[config.mk]
export PLATFORM = sky130hd
export DESIGN_NAME = store_buffer
export DESIGN_NICKNAME = d
export VERILOG_FILES = /design/src/rtl/store_buffer.sv
export SDC_FILE = /design/constraint.sdc
export NUM_CORES = 1
export LEC_CHECK = 0
export ABC_AREA = 1
export ABC_CLOCK_PERIOD_IN_PS = 11700
export BUFFER_PORTS_ARGS = -buffer_cell sky130_fd_sc_hd__buf_2
export CAP_MARGIN = 10
export CORE_AREA = 5 5 203 205
export DETAILED_ROUTE_END_ITERATION = 7
export DIE_AREA = 0 0 208 210
export GPL_ROUTABILITY_DRIVEN = 0
export MAX_ROUTING_LAYER = met4
export PLACE_DENSITY_LB_ADDON = 0.25
export SLEW_MARGIN = 10
export SYNTH_ARGS = -nofsm -noshare
export SYNTH_HDL_FRONTEND = slang
export SYNTH_SLANG_ARGS = --single-unit
[constraint.sdc]
create_clock -name clk -period 11.7 [get_ports clk]
set_input_delay 0.585 -clock clk [delete_from_list [all_inputs] [get_ports clk]]
set_output_delay 0.585 -clock clk [all_outputs]
set_load 0.05 [all_outputs]
[src/rtl/store_buffer.sv]
// store_buffer: posted-write FIFO between store address/data generation and
// data memory. Captures one store per cycle and drains entries in program
// order whenever memory accepts the head entry.
//
// Optional feature macro: STORE_BUFFER_FWD_EN
//   defined   -> ld_addr is compared against every valid entry; ld_hit/ld_data
//                report the youngest matching store.
//   undefined -> ld_addr is ignored, ld_hit = 0, ld_data = 0, no comparators.
module store_buffer #(
  parameter int DEPTH  = 4,
  parameter int ADDR_W = 32,
  parameter int DATA_W = 32
) (
  input  logic                         clk,
  input  logic                         reset,
  input  logic                         in_valid,
  output logic                         in_ready,
  input  logic [ADDR_W-1:0]            in_addr,
  input  logic [DATA_W-1:0]            in_data,
  output logic                         write_enable,
  output logic [ADDR_W-1:0]            address,
  output logic [DATA_W-1:0]            write_data,
  input  logic                         mem_ready,
  output logic [$clog2(DEPTH+1)-1:0]   count,
  output logic                         full,
  output logic                         empty,
  input  logic [ADDR_W-1:0]            ld_addr,
  output logic                         ld_hit,
  output logic [DATA_W-1:0]            ld_data
);

  localparam int PTR_W = $clog2(DEPTH);
  localparam int CNT_W = $clog2(DEPTH+1);

  logic [PTR_W-1:0] wr_ptr_q, wr_ptr_d;
  logic [PTR_W-1:0] rd_ptr_q, rd_ptr_d;
  logic [CNT_W-1:0] count_q, count_d;

  logic [ADDR_W-1:0] addr_mem [DEPTH];
  logic [DATA_W-1:0] data_mem [DEPTH];

  logic enq;
  logic deq;

  // Status flags and handshakes derived purely from the occupancy count.
  assign full         = (count_q == CNT_W'(DEPTH));
  assign empty        = (count_q == '0);
  assign in_ready     = !full;
  assign write_enable = !empty;
  assign count        = count_q;
  assign enq          = in_valid && in_ready;
  assign deq          = write_enable && mem_ready;

  // Head entry is presented to memory; outputs are forced to 0 when empty so
  // stale storage never leaks onto the memory bus.
  assign address    = empty ? '0 : addr_mem[rd_ptr_q];
  assign write_data = empty ? '0 : data_mem[rd_ptr_q];

  // Next-state for pointers and occupancy count.
  always_comb begin
    // NOTE: every always_comb output gets a default first so no path leaves
    // it unassigned, which would otherwise infer a latch.
    wr_ptr_d = wr_ptr_q;
    rd_ptr_d = rd_ptr_q;
    count_d  = count_q;
    if (enq) wr_ptr_d = wr_ptr_q + PTR_W'(1);
    if (deq) rd_ptr_d = rd_ptr_q + PTR_W'(1);
    case ({enq, deq})
      2'b10:   count_d = count_q + CNT_W'(1);
      2'b01:   count_d = count_q - CNT_W'(1);
      default: count_d = count_q;
    endcase
  end

  // Control state register; reset discards all buffered entries at once.
  always_ff @(posedge clk or negedge reset) begin
    // NOTE: sequential state uses non-blocking assignments so every register
    // samples the pre-edge values, independent of statement order.
    if (!reset) begin
      wr_ptr_q <= '0;
      rd_ptr_q <= '0;
      count_q  <= '0;
    end else begin
      wr_ptr_q <= wr_ptr_d;
      rd_ptr_q <= rd_ptr_d;
      count_q  <= count_d;
    end
  end

  // Entry storage write on enqueue.
  // NOTE: the storage array has no reset; validity comes only from rd_ptr and
  // count, so clearing it would cost flops for no behavioural gain.
  always_ff @(posedge clk) begin
    if (enq) begin
      addr_mem[wr_ptr_q] <= in_addr;
      data_mem[wr_ptr_q] <= in_data;
    end
  end

`ifdef STORE_BUFFER_FWD_EN
  // Forwarding lookup: scan valid entries oldest to youngest so the last
  // match seen (the youngest) wins.
  always_comb begin
    ld_hit  = 1'b0;
    ld_data = '0;
    for (int i = 0; i < DEPTH; i++) begin
      logic [PTR_W-1:0] idx;
      idx = rd_ptr_q + PTR_W'(i);
      if ((CNT_W'(i) < count_q) && (addr_mem[idx] == ld_addr)) begin
        ld_hit  = 1'b1;
        ld_data = data_mem[idx];
      end
    end
  end
`else
  // Forwarding disabled: lookup outputs tied off, load address unused.
  logic unused_ld_addr;
  assign unused_ld_addr = ^ld_addr;
  assign ld_hit         = 1'b0;
  assign ld_data        = '0;
`endif

endmodule
==> metrics.txt, run 1 <==
outcome complete, no violations; clock sink count 263; area leader, netlist edfxtp_1; fin nets 1340; Slowest cell on crit path buf_4; pre-CTS WS 8240 ps; DRC 0; worst endpoint data arrival time 3300 ps; yosys warns 0; H-tree levels 1; Final Setup Violations 0; Synth area leaders edfxtp_1 67%, inv_1 8.8%, nand2_1 8.8%, nand3_1 5.8%, a21oi_1 2.8%; synthesized cell area 11500 µm²; die footprint 43700 µm²; final hold slack 245 ps; Synth top area share 0.666; port buffer count 138; drt wl/cell 15.2 µm; Die Height 210 µm; clock slew at reported path FFs 60 ps; initial antenna violation count 4; CP required 11120 ps; slowest stage delay, CP 800 ps; Top delay family on crit path buffers and inverters; cell area power density 300 nW/µm²; # Max-Cap Violations 0; Fillers 3980; DR vias 7392; Worst Hold Class primary input to flip-flop; Worst setup SP type flip-flop; PostCTS Resize Cnt 0; Slew Viols, Final 0; #FFs+latches synth 263; CTS tree yes; count of final hold-check violations 0; Sequential Area 7870 µm²; largest net degree at the start of global routing 77; DRT iter0 DRCs 265; Post-synth EDFFs 256; CTS buffer count 30; Synth Area per Inst 10.5 µm²; Area growth syn-to-layout 17.6%; commonest cells in the netlist 270 x inv_1, 270 x nand2_1, 256 x edfxtp_1; maximum fanout along the worst path 75; critical path class flip-flop to output port; worst setup margin 7820 ps; crit end category output port; drt via density 4.14; register area share after synthesis 0.681; first-pass iteration count of the detailed router 4; post-route cell area 13600 µm²; Routed WL 27200 µm; area of the multi-input gates 2290 µm²; FP Rows 73; first-pass GRT wire length 42000 µm; worst-margin pin slew 991 ps; post-synth cell types 20; DP HPWL 15000 µm; grt total ovfl 0; GRT Total Usage 0.126; minimum clock period after layout 3880 ps; Pleak 6.10 nW; num ports 204; VDD IR max 209 µV; share of cells above drive strength 1 0.162; Clock Skews 9.64 ps; Die X 208 µm; max frequency 257 MHz; core area 39300 µm²; ys async rst share 0.0266; Slew headroom 0.338; antenna-violating nets left 0; vias in the first global route 7348; Setup TNS Final 0 ps; area of placed instances 12600 µm²; Buf+Inv Stages, Crit Path 3; final worst path period share 0.332; RSZ-0062 raised after global routing false; initial core utilization 0.294; Longest Clk Path Bufs 3; worst-path cell chain inv_4 > buf_4 > nand2_1 > nand3_1 > a21oi_1 > buf_2; post-synthesis instance total 1102; ys flop type edfxtp_1; root buf cell clkbuf_16; worst skew pair latency 550 ps
worst paths after layout:
| path | startpoint | endpoint | slack, ps | cells past startpoint |
|---|---|---|---|---|
| worst max-delay path | rd_ptr_q[0] | write_data[30] | 7820 | 6 |
| worst min-delay path | in_data[29] | data_mem[3][29] | 250 | 1 |
| worst max register to register | count[1] | addr_mem[1][24] | 8730 | 5 |
| worst min register to register | count[1] | count[1] | 510 | 2 |
| max in group asynchronous | reset | rd_ptr_q[0] | 11100 | 2 |
| min in group asynchronous | reset | rd_ptr_q[0] | 410 | 2 |
layout by cell type, fill, tap and decap left out:
master | synthesis | final
inv_4 | 0 | 1
fa_1 | 1 | 1
dfrtp_2 | 0 | 1
diode_2 | 0 | 4
nor2_4 | 0 | 4
bufinv_16 | 0 | 1
clkinv_4 | 0 | 1
conb_1 | 1 | 33
dlygate4sd3_1 | 0 | 1
nand2_1 | 270 | 270
inv_6 | 0 | 1
nand4_1 | 1 | 1
inv_2 | 3 | 3
clkbuf_16 | 0 | 31
dfrtp_1 | 7 | 5
nand3_2 | 1 | 1
clkinv_1 | 0 | 3
buf_2 | 30 | 138
nand3_1 | 133 | 133
edfxtp_1 | 256 | 256
buf_4 | 39 | 11
dfrtp_4 | 0 | 1
o21ai_0 | 2 | 2
clkbuf_1 | 8 | 9
ha_1 | 5 | 5
a21oi_1 | 64 | 64
clkbuf_8 | 0 | 2
clkinvlp_4 | 0 | 1
clkinv_2 | 0 | 7
xnor2_1 | 2 | 2
inv_1 | 270 | 269
repair_timing:
action / 4_1_cts / 5_1_grt
hold buffers: 1 / 0
hold endpoints to repair: 7 / 0
setup buffers: 0 / 0
per-layer routing:
metal  up-vias  global-route usage  routed length (µm)
li1       3691                   -                   -
met1      3478               0.149               11500
met2       185               0.220               13400
met3        38              0.0316                1740
met4         0              0.0251                 490
met5         -                   -                   0
per-stage QoR:
step	util	instances	power, mW
global placement	0.321	1726	3.25
CTS	0.345	1783	4.15
finish	0.346	1787	4.07
detailed placement	0.321	1726	3.26
floorplan	-	1134	2.77
global route	0.346	1787	4.33
layout make-up:
type	instances	area share
Antenna cell	4	0.000737
Multi-Input combinational cell	516	0.169
Tap cell	525	0.0484
Sequential cell	263	0.579
Clock buffer	42	0.0616
Clock inverter	14	0.00746
Inverter	273	0.0757
Timing Repair Buffer	150	0.0577
cells by family after synthesis:
group,share of synthesized area
buffers and inverters,0.133
and+or+nand+nor,0.148
AOI/OAI and AO/OA,0.0286
adders and majority gates,0.00715
DFF,0.681
other,0.000325
xor gates and xnor gates,0.00152
registers in the layout, indices dropped and copies added (netlist names):
register,count
addr_mem,128
data_mem,128
count,3
rd_ptr_q,2
wr_ptr_q,2
worst reg2reg max path, stage by stage (launching register included):
cell and delay [ps]:
dfrtp_1 370, inv_1 100, nand3_1 180, nand2_1 320
nor2_4 860, buf_4 740
report_power, final:
group	leakage [nW]	switching, mW	internal, mW
combinational	3.21	1.48	0.388
sequential	2.43	0.0736	1.24
clock	0.462	0.362	0.519
total	6.10	1.92	2.15
(Power assumes the default switching activity.)
==> inputs of run 2 (changes only) <==
Settings changed: ABC_CLOCK_PERIOD_IN_PS 11700 to 3900.
Clock period 11.7 ns to 3.9 ns, I/O delays scaled along.
==> run 2 against run 1 <==
Against the previous run:
- critical endpoint is now address[5]
- non-clock buffer count rose by 72
- first-iteration DRC count is 9.1% lower
- sequential power rose to 3.0 times the previous value
- largest power group unchanged
- utilization is 2.1 points higher
- clock skew is 8.2 ps higher
- worst hold slack better by 140 ps
- die area did not move
==> metrics.txt, run 2 (synthesized netlist as in run 1, its figures left out) <==
Worst Hold Class primary input to flip-flop; Die X 208 µm (unchanged); worst endpoint data arrival time 2780 ps (-520 ps); worst setup margin 926 ps (-6890 ps); drt via density 4.05 (-2.0%); Sequential Area 7870 µm² (unchanged); initial core utilization 0.294 (unchanged); critical path class flip-flop to output port; share of cells above drive strength 1 0.159 (-0.00352); fin nets 1412 (+5.4%); antenna-violating nets left 0 (unchanged); clock sink count 263 (unchanged); Slew Viols, Final 0 (unchanged); Fillers 3885 (-2.4%); die footprint 43700 µm² (unchanged); minimum clock period after layout 2970 ps; DP HPWL 14700 µm (-1.7%); slowest stage delay, CP 670 ps (-130 ps); first-pass iteration count of the detailed router 4 (unchanged); num ports 204 (unchanged); area of the multi-input gates 2290 µm² (unchanged); crit path from rd_ptr_q[0]; DRC 0 (unchanged); core area 39300 µm² (unchanged); Longest Clk Path Bufs 3 (unchanged); FP Rows 73 (unchanged); # Max-Cap Violations 0 (unchanged); vias in the first global route 7292 (-0.76%); DR vias 7525 (+1.8%); r2r endpoint addr_mem[0][21]; most common cell after layout, fill and taps aside nand2_1; Die Height 210 µm (unchanged); Placed Cells 1731 (+0.29%); Buf+Inv Stages, Crit Path 3 (unchanged); count of final hold-check violations 0 (unchanged); Hold Crit Depth 2 (+1); DRT iter0 DRCs 241 (-9.1%); pre-CTS WS 1460 ps (-6790 ps); H-tree levels 1 (unchanged); clock slew at reported path FFs 60 ps (about the same); R2R cell count 5 (unchanged); worst-margin pin slew 970 ps (-21.5 ps); Top delay family on crit path buffers and inverters; Routed WL 26600 µm (-2.1%); WHS Endpoint data_mem[3][20]; reg2reg setup slack 1650 ps (-7080 ps); port buffer count 138 (unchanged); GRT Total Usage 0.122 (-0.00366); VDD IR max 496 µV (+140%); worst skew pair latency 560 ps (about the same); crit end category output port; initial antenna violation count 1 (-3); outcome complete, no violations; drt wl/cell 14.3 µm (-5.7%); commonest non-fill, non-tap cells in the layout 270 x nand2_1, 269 x inv_1, 256 x edfxtp_1; Area growth syn-to-layout 24.7%; largest net degree at the start of global routing 67 (-13%); Slowest cell on crit path dfrtp_4; worst-path cell chain inv_4 > buf_12 > nand2_1 > nand3_1 > a21oi_1 > buf_2; Final Setup Violations 0 (unchanged); Slew headroom 0.354 (+0.0159); cell area power density 867 nW/µm² (+190%); Reg2Reg Launch Point count[1]; hold_sp in_data[20]; CTS buffer count 30 (unchanged); Pleak 6.45 nW (+5.7%); root buf cell clkbuf_16; max frequency 336 MHz; first-pass GRT wire length 40900 µm (-2.6%); Non-Filler Instances 1856 (+3.9%); grt total ovfl 0 (unchanged); Worst setup SP type flip-flop; maximum fanout along the worst path 61 (-19%); CTS tree yes; final worst path period share 0.763; RSZ-0062 raised after global routing false; PostCTS Resize Cnt 0 (unchanged); CP required 3700 ps (-7420 ps); Clock Skews 17.9 ps (+8.22 ps)
## run 2: what timing repair did
item	in CTS	in global routing
setup buffers	0	0
hold endpoints to repair	267	0
hold buffers	68	0
## run 2: report_power, final
group | internal (mW) | switching, mW | total [mW] | leakage (nW)
sequential | 3.72 | 0.191 | 3.91 | 2.43
combinational | 1.27 | 4.49 | 5.77 | 3.53
clock | 1.71 | 1.10 | 2.80 | 0.485
## run 2: per-stage QoR
step           TNS (ps)  power, mW  hold slack [ps]  cell area (µm²)   util
2_1_floorplan   -232590       8.32             -101            11700      -
3_3_place_gp          0       9.77             39.3            12700  0.324
3_5_place_dp          0       9.81             39.0            12700  0.324
4_1_cts               0       12.7              342            14400  0.367
5_1_grt               0       13.2              381            14400  0.367
6_report              0       12.5              381            14400  0.367
## run 2: how the worst max path moves through the flow
| stage | cells after the start | end | slack (ps) |
|---|---|---|---|
| 5_1_grt | 6 | address[5] | 720 |
| 3_5_place_dp | 6 | address[5] | 1460 |
| 2_1_floorplan | 4 | addr_mem[0][0] | -910 |
| 3_3_place_gp | 6 | address[13] | 1480 |
| 6_report | 6 | address[5] | 930 |
| 4_1_cts | 6 | address[5] | 850 |
## run 2: layout make-up
cell class,count,share of cell area
clock buffers,35,0.0549
clock inverters,21,0.0145
inverters,273,0.0713
well taps,525,0.0456
multi-input cells,516,0.159
diodes,1,0.000174
flip-flops and latches,263,0.546
repair buffers,222,0.108
## run 2: layer usage
layer | GRT usage | up-vias | share of wire
met3 | 0.0228 | 39 | 0.051
met5 | - | - | 0
li1 | - | 3823 | -
met4 | 0.0290 | 0 | 0.018
met1 | 0.147 | 3506 | 0.43
met2 | 0.215 | 157 | 0.50
